File: src/rtl/cpu_pkg.sv
`default_nettype none
// ============================================================================
//  Module      : cpu_pkg
//  Description : Shared widths, fetch state encoding and HALT opcode.
//  Revision    : 1.0 - initial release
// ============================================================================
package cpu_pkg;

    localparam int PC_WIDTH    = 10;
    localparam int INSTR_WIDTH = 9;

    localparam logic [INSTR_WIDTH-1:0] HALT_INSTR = 9'b111_000_000;

    typedef enum logic [1:0] {
        ST_IDLE   = 2'd0,
        ST_RUN    = 2'd1,
        ST_HALTED = 2'd2
    } fetch_state_t;

endpackage
`default_nettype wire

File: src/rtl/fetch_skid.sv
`default_nettype none
// ============================================================================
//  Module      : fetch_skid
//  Description : One-entry skid buffer holding an instruction word and its PC.
//  Revision    : 1.0 - initial release
// ============================================================================
module fetch_skid
    import cpu_pkg::*;
(
    input  logic                   clk,
    input  logic                   rst,
    input  logic                   i_flush,
    input  logic                   i_load,
    input  logic [INSTR_WIDTH-1:0] i_instr,
    input  logic [PC_WIDTH-1:0]    i_pc,
    input  logic                   i_pop,
    output logic                   o_valid,
    output logic [INSTR_WIDTH-1:0] o_instr,
    output logic [PC_WIDTH-1:0]    o_pc
);

    logic                   r_valid;
    logic [INSTR_WIDTH-1:0] r_instr;
    logic [PC_WIDTH-1:0]    r_pc;

    // Flush outranks a load so a redirect never leaves a stale entry behind.
    always_ff @(posedge clk or posedge rst) begin
        if (rst) begin
            r_valid <= 1'b0;
            r_instr <= '0;
            r_pc    <= '0;
        end else if (i_flush) begin
            r_valid <= 1'b0;
        end else if (i_load) begin
            r_valid <= 1'b1;
            r_instr <= i_instr;
            r_pc    <= i_pc;
        end else if (i_pop) begin
            r_valid <= 1'b0;
        end
    end

    assign o_valid = r_valid;
    assign o_instr = r_instr;
    assign o_pc    = r_pc;

endmodule
`default_nettype wire

File: src/rtl/fetch_unit.sv
`default_nettype none
// ============================================================================
//  Module      : fetch_unit
//  Description : Instruction fetch with stall skid buffer, redirects and halt.
//  Revision    : 1.0 - initial release
// ============================================================================
module fetch_unit
    import cpu_pkg::*;
(
    input  logic                   clk,
    input  logic                   reset,
    input  logic                   start,
    input  logic [PC_WIDTH-1:0]    start_addr,
    output logic [PC_WIDTH-1:0]    imem_addr,
    output logic                   imem_rd_en,
    input  logic [INSTR_WIDTH-1:0] imem_rdata,
    input  logic                   stall,
    input  logic                   branch_taken,
    input  logic [PC_WIDTH-1:0]    branch_target,
    input  logic                   jump_en,
    input  logic [PC_WIDTH-1:0]    jump_target,
    input  logic                   halt,
    output logic [INSTR_WIDTH-1:0] instruction,
    output logic                   instr_valid,
    output logic [PC_WIDTH-1:0]    pc_out,
    output logic                   halted,
    output logic [15:0]            cycle_count
);

    fetch_state_t           r_state;
    fetch_state_t           w_state_next;
    logic [PC_WIDTH-1:0]    r_pc;
    logic [PC_WIDTH-1:0]    r_resp_pc;
    logic                   r_resp_valid;
    logic [15:0]            r_cycle_count;

    logic                   w_skid_valid;
    logic [INSTR_WIDTH-1:0] w_skid_instr;
    logic [PC_WIDTH-1:0]    w_skid_pc;

    logic                   w_accept;
    logic                   w_redirect;
    logic                   w_start_go;
    logic                   w_fetch;

    assign w_accept   = instr_valid && !stall;
    assign w_redirect = w_accept && (halt || jump_en || branch_taken);
    assign w_start_go = start && (r_state != ST_RUN);
    assign w_fetch    = (r_state == ST_RUN) && !(instr_valid && stall);

    always_ff @(posedge clk or posedge reset) begin
        if (reset) begin
            r_state <= ST_IDLE;
        end else begin
            r_state <= w_state_next;
        end
    end

    always_comb begin
        w_state_next = r_state;
        case (r_state)
            ST_IDLE:   if (start)               w_state_next = ST_RUN;
            ST_RUN:    if (w_accept && halt)    w_state_next = ST_HALTED;
            ST_HALTED: if (start)               w_state_next = ST_RUN;
            default:                            w_state_next = ST_IDLE;
        endcase
    end

    // A response is only worth keeping if no redirect or halt was accepted
    // in the cycle that requested it.
    always_ff @(posedge clk or posedge reset) begin
        if (reset) begin
            r_pc          <= '0;
            r_resp_valid  <= 1'b0;
            r_resp_pc     <= '0;
            r_cycle_count <= '0;
        end else begin
            r_resp_valid <= w_fetch && !w_redirect;
            if (w_fetch) begin
                r_resp_pc <= r_pc;
            end
            if (w_start_go) begin
                r_pc          <= start_addr;
                r_cycle_count <= '0;
            end else if (r_state == ST_RUN) begin
                if (r_cycle_count != 16'hFFFF) begin
                    r_cycle_count <= r_cycle_count + 16'd1;
                end
                if (w_accept && !halt && jump_en) begin
                    r_pc <= jump_target;
                end else if (w_accept && !halt && branch_taken) begin
                    r_pc <= branch_target;
                end else if (w_fetch) begin
                    r_pc <= r_pc + PC_WIDTH'(1);
                end
            end
        end
    end

    // Fetches stop while a stalled word is presented, so the skid entry and
    // a fresh response can never coexist.
    fetch_skid u_skid (
        .clk     (clk),
        .rst     (reset),
        .i_flush (w_start_go || w_redirect),
        .i_load  (r_resp_valid && stall && !w_skid_valid),
        .i_instr (imem_rdata),
        .i_pc    (r_resp_pc),
        .i_pop   (w_skid_valid && !stall),
        .o_valid (w_skid_valid),
        .o_instr (w_skid_instr),
        .o_pc    (w_skid_pc)
    );

    assign instr_valid = w_skid_valid || r_resp_valid;
    assign instruction = w_skid_valid ? w_skid_instr :
                         (r_resp_valid ? imem_rdata : '0);
    assign pc_out      = w_skid_valid ? w_skid_pc :
                         (r_resp_valid ? r_resp_pc : '0);
    assign imem_rd_en  = w_fetch;
    assign imem_addr   = r_pc;
    assign halted      = (r_state == ST_HALTED);
    assign cycle_count = r_cycle_count;

endmodule
`default_nettype wire

File: config.mk
export PLATFORM = sky130hd
export DESIGN_NAME = fetch_unit
export DESIGN_NICKNAME = d
export VERILOG_FILES = /design/src/rtl/cpu_pkg.sv /design/src/rtl/fetch_skid.sv /design/src/rtl/fetch_unit.sv
export SDC_FILE = /design/constraint.sdc
export NUM_CORES = 1
export LEC_CHECK = 0
export ABC_AREA = 1
export CAP_MARGIN = 40
export CORE_ASPECT_RATIO = 1.1
export CORE_MARGIN = 2
export CORE_UTILIZATION = 34
export CTS_BUF_LIST = sky130_fd_sc_hd__clkbuf_2 sky130_fd_sc_hd__clkbuf_4 sky130_fd_sc_hd__clkbuf_8
export CTS_CLUSTER_DIAMETER = 50
export DETAILED_ROUTE_END_ITERATION = 8
export PLACE_DENSITY_LB_ADDON = 0.25
export SLEW_MARGIN = 25
export SYNTH_ARGS = -nofsm -noshare
export SYNTH_HDL_FRONTEND = slang
export SYNTH_HIERARCHICAL = 1
export SYNTH_SLANG_ARGS = --single-unit
File: constraint.sdc
create_clock -name clk -period 2.95 [get_ports clk]
set_input_delay 0.295 -clock clk [delete_from_list [all_inputs] [get_ports clk]]
set_output_delay 0.295 -clock clk [all_outputs]
set_load 0.02 [all_outputs]
**Word-level counts from Yosys, hierarchy flattened**

Cells that the tools add are included.

- Add/sub/neg operators: 2
- Equal/unequal tests: 6
- Muxes and demuxes: 18
- Bitwise operators: 1
- Reduce and logical (&&, ||, !) cells: 32

Operator list:

| operator | count |
|---|---|
| 2-to-1 mux 10 bit | 7 |
| 2-to-1 mux 16 bit | 3 |
| 2-to-1 mux 9 bit | 2 |
| adder 16 x 1 -> 16 bit, second input constant | 1 |
| inequality test 16 bit, second input constant | 1 |
| logical AND 1 bit | 13 |
| adder 10 x 1 -> 10 bit, second input constant | 1 |
| AND reduction 2 bit | 4 |
| logical NOT 1 bit | 5 |
| logical OR 1 bit | 4 |
| 2-to-1 mux 2 bit | 2 |
| inequality test 2 x 1 -> 1 bit, second input constant | 2 |
| case mux 2 bit (2 select lines) | 1 |
| nonzero test 2 bit | 2 |
| nonzero test 4 bit | 1 |
| 2-to-1 mux 1 bit | 3 |
| nonzero test 3 bit | 1 |
| == test 2 x 1 -> 1 bit, second input constant | 1 |
| == test 2 bit, second input constant | 1 |
| logical NOT 2 bit | 1 |
| inequality test 2 bit, second input constant | 1 |
| OR reduction 2 bit | 1 |
| NOT 1 bit | 1 |

- Bits in registers: 59
- Input port bits: 46
- Output and inout port bits: 48
- Logic and storage cells: 67

**Longest topological paths before layout**

- Depth after elaboration: 9
- Mapped depth: 13
- Depth with buffers taken out: 10

**Hierarchy**

The synthesis kept the hierarchy.

Modules (own cells, without submodules):

| module | instances | cells an instance | area an instance (µm²) | seq. area each (µm²) |
|---|---|---|---|---|
| fetch_unit | 1 | 448 | 2832.7 | 975.9 |
| fetch_skid | 1 | 89 | 829.5 | 500.5 |

**Worst setup path after synthesis**

OpenSTA, ideal clock, no wires.

- Kind: register to register
- From: register r_state[0]
- To: register u_skid.r_pc[3] (netlist: u_skid/o_pc[3])
- Arrival: 1661 ps
- Data required time: 2834 ps
- Slack: 1172 ps
- Cell stages (with the launch flop): 13
- Path buffers: 4
- Period minus slack after synthesis: 1778 ps
- Cell sequence: dfrtp_1 -> nand2_4 -> inv_2 -> nor2_4 -> inv_2 -> buf_2 -> buf_2 -> nand2_1 -> inv_2 -> buf_6 -> buf_8 -> nand3_1 -> nand2_1

- Longest elaborated chain between the ends: 5

Ends and longest elaborated chain:

| what | RTL line | RTL |
|---|---|---|
| from (decl) | fetch_unit.sv:30 | `fetch_state_t r_state;` |
| from (signal assigned) | fetch_unit.sv:55 | `r_state <= w_state_next;` |
| inequality test 2 x 1 -> 1 bit | fetch_unit.sv:48 | `assign w_start_go = start && (r_state != ST_RUN);` |
| logical AND 1 bit | fetch_unit.sv:48 |  |
| logical OR 1 bit | fetch_unit.sv:105 | `.i_flush (w_start_go \|\| w_redirect),` |
| NOT 1 bit (no source line) | - |  |
| AND reduction 2 bit (no source line) | - |  |
| to (signal assigned) | fetch_skid.sv:37 | `r_pc <= i_pc;` |
| to (decl) | fetch_skid.sv:24 | `logic [PC_WIDTH-1:0] r_pc;` |

Every way passes these cells.
A chain may end at the register's enable or synchronous reset.

**Final worst setup path**

- From: register r_resp_valid
- To: output port imem_rd_en

- Longest elaborated chain between the ends: 4

Ends and longest elaborated chain:

| what | RTL line | RTL |
|---|---|---|
| from (decl) | fetch_unit.sv:34 | `logic r_resp_valid;` |
| from (signal assigned) | fetch_unit.sv:78 | `r_resp_valid <= w_fetch && !w_redirect;` |
| logical OR 1 bit | fetch_unit.sv:115 | `assign instr_valid = w_skid_valid \|\| r_resp_valid;` |
| logical AND 1 bit | fetch_unit.sv:49 | `assign w_fetch = (r_state == ST_RUN) && !(instr_valid && stall);` |
| logical NOT 1 bit | fetch_unit.sv:49 |  |
| logical AND 1 bit | fetch_unit.sv:49 |  |
| to (decl) | fetch_unit.sv:15 | `output logic imem_rd_en,` |

Every way passes these cells.

==> out/results.tsv <==
metric	value	unit
ctsLongestPathBuffers	2	
route.vias.total	3671	
synth_top_family_by_area	simple AND/OR/NAND/NOR gates	
tightestPinTransition	0.7119	ns
slew_headroom	0.5254	
layout.cells.most_common	sky130_fd_sc_hd__nand2_1	
detail_route.iter0.violations	190	
ys_warn_count	6	
synth.area.mux_share	0	
detailroute.wirelength.met2	4.320	mm
most-common-layout-cells	228 x sky130_fd_sc_hd__nand2_1, 93 x sky130_fd_sc_hd__clkdlybuf4s50_1, 63 x sky130_fd_sc_hd__nand3_1	
fin_area	4892	um^2
syn-cell-area	3662	um^2
wirelength	9.852	mm
floorplan.rows	39	
ff_latch_count_synth	59	
powerDensity	967.0	nW/um^2
antenna_violations_before_repair	0	
xor_xnor_share_of_the_synthesized_area	0.009566	
die_width	103.0	um
wl_met1	4.762	mm
global_placement_routability_congestion	0.8761	
critical_path_required	2.65	ns
adder_and_majority_cell_fraction_of_the_synthesized_area	0.006833	
cp_data_arrival_time	2.25	ns
seq_area_frac_synth	0.4031	
critPathMaxStageDelay	0.68	ns
grt_pass1_wl	16.44	mm
worst_skew_pair.late_latency	0.34	ns
crit_path_max_fanout	21	
syn_avg_cell_area	6.820	um^2
report.final.setup_viol	0	
place_area	4677	um^2
timing.rr.start	r_resp_valid	
crit_buf_inv	2	
numCtsBuffers	9	
post-route-period-util	0.8641	
rsz0062_at_grt	no	
timing.setup.critical_path_class	reg -> out	
post_synth_edffs	0	
ant_nets	0	
irDropWorstVdd	0.0003496	V
cts_resized	0	
start_util	0.3507	
worst_setup_path_start_kind	flop	
min_path_type	in -> async	
finClkSkew	0.009363	ns
grt_start_max_net_pins	40	
vias_per_cell	4.743	
design.portCount	94	
finalNetCount	674	
synth-async-reset-ratio	1.000	
max-cap-violations	0	
place_hpwl	7.016	mm
ys_dominant_reg_cell	sky130_fd_sc_hd__dfrtp_1	
holdBufCountCts	0	
synthesis.instances	537	
netlist-cell-type-count	30	
highest_metal_layer_used_by_the_detailed_router	met4	
number_of_global_route_vias_before_repair	3452	
setup.reg_to_reg.worst_slack	0.45	ns
final-hold-violation-count	0	
timing.critical_path.max_delay_family	buffers and inverters	
post_synth_and_or_nand_nor_area_fraction	0.4633	
amount_of_wire_on_met3_after_detailed_routing	616	um
fin_total_pwr	4731	uW
h-tree-depth	3	
avgRoutedWirePerCell	12.73	um
path_clk_slew	0.07	ns
die_y	112.9	um
worst_r2r_path_depth	8	
syn2layout_area_growth	33.58	%
timing.critical_path.slowest_stage_cell	sky130_fd_sc_hd__clkdlybuf4s50_1	
finalWorstPathRequiredPeriod	2.549	ns
rr_endpoint	u_skid/o_instr[6]	
syn_nets	585	
slew_viol_final	0	
max_freq	0.3923	GHz
sinks_on_the_clock_net	59	
critPathCaptureType	output port	
drt_pass1_iterations	4	
diodes	0	
die_area	11620	um^2
port_buffers	93	
final_layout_size_suffix_gt1_frac	0.07765	
core_area	10440	um^2
static-leakage-power	0.002370	uW
drc	0	
global_route.overflow_total	0	
run_status	completed	
timing.critical_path.cells	nor2_2 -> inv_2 -> a21oi_4 -> clkdlybuf4s50_1	
synth-compound-area-share	0.03792	
tritoncts	yes	
post-cts-setup-buffers	0	
grt_use_total	0.1765	
ctsRootBufferMaster	sky130_fd_sc_hd__clkbuf_8	
fin_setup_tns	0	ns
## where the power goes
part | internal, uW | total, uW | switching, uW | leakage, uW
sequential | 1140 | 1510 | 370 | 0.000756
clock | 395 | 754 | 359 | 0.0000962
combinational | 985 | 2470 | 1490 | 0.00152
total | 2520 | 4730 | 2220 | 0.00237
## routing by layer
| metal | vias to the layer above | track usage |
|---|---|---|
| met2 | 102 | 0.2571 |
| met4 | 0 | 0.06140 |
| met1 | 1670 | 0.2559 |
| li1 | 1888 | - |
| met5 | - | 0 |
| met3 | 11 | 0.04138 |
## how the worst max path moves through the flow
| stage | slack (ns) | to | startpoint | depth (start not counted) |
|---|---|---|---|---|
| 6_report | 0.40 | imem_rd_en | r_resp_valid | 4 |
| 4_1_cts | 0.39 | imem_rd_en | r_resp_valid | 4 |
| 3_3_place_gp | 0.45 | u_skid/o_pc[5] | branch_taken | 7 |
| 5_1_grt | 0.24 | u_skid/o_instr[5] | r_resp_valid | 8 |
| 2_1_floorplan | 1.17 | u_skid/o_pc[3] | r_state[0] | 12 |
| 3_5_place_dp | 0.37 | u_skid/o_instr[6] | branch_taken | 7 |
## state kept, by name, summed over array words and instances, names as in the netlist
register        count
u_skid/o_instr      9
u_skid/o_valid      1
u_skid/o_pc        10
r_resp_pc          10
r_state             2
imem_addr          10
cycle_count        16
r_resp_valid        1
## layout make-up
cell class | count | area, um^2
Clock buffer | 9 | 123.9
Clock inverter | 7 | 76.32
Fill cell | 1090 | 5550
Inverter | 40 | 150.1
Multi-Input combinational cell | 416 | 1896
Sequential cell | 59 | 1476
Tap cell | 143 | 178.9
Timing Repair Buffer | 100 | 991.0
## stage by stage
| stage | setup slack (ns) | hold slack, ns | utilization | cells |
|---|---|---|---|---|
| after floorplan | 1.172 | 0.2588 | - | 537 |
| after global placement | 0.4492 | 0.4542 | 0.4479 | 757 |
| after detailed placement | 0.3671 | 0.4585 | 0.4479 | 757 |
| after CTS | 0.3891 | 0.4415 | 0.4671 | 773 |
| after global routing | 0.2415 | 0.2198 | 0.4685 | 774 |
| final | 0.4008 | 0.2095 | 0.4685 | 774 |
## synth_stat cells (3+ instances only)
library cell	number	area share
sky130_fd_sc_hd__nand4_1	24	0.041
sky130_fd_sc_hd__nand2_1	228	0.23
sky130_fd_sc_hd__o21ai_1	7	0.0096
sky130_fd_sc_hd__nand3_2	3	0.0082
sky130_fd_sc_hd__o21ai_0	8	0.011
sky130_fd_sc_hd__buf_2	4	0.0055
sky130_fd_sc_hd__dfrtp_1	59	0.40
sky130_fd_sc_hd__inv_1	31	0.032
sky130_fd_sc_hd__nor2_1	51	0.052
sky130_fd_sc_hd__buf_4	4	0.0082
sky130_fd_sc_hd__nor2_4	6	0.018
sky130_fd_sc_hd__clkbuf_1	10	0.010
sky130_fd_sc_hd__nand3_1	63	0.086
sky130_fd_sc_hd__a21oi_1	5	0.0068
sky130_fd_sc_hd__nor3_1	4	0.0055
sky130_fd_sc_hd__inv_2	9	0.0092
## cell families (layout without fill, tap and decap cells)
group,count (synthesis),after routing
flops,59,59
simple gates,386,386
xor+xnor,4,4
buf+inv,62,156
compound gates,24,24
fa+ha+maj,2,2
(Power assumes the default switching activity.)
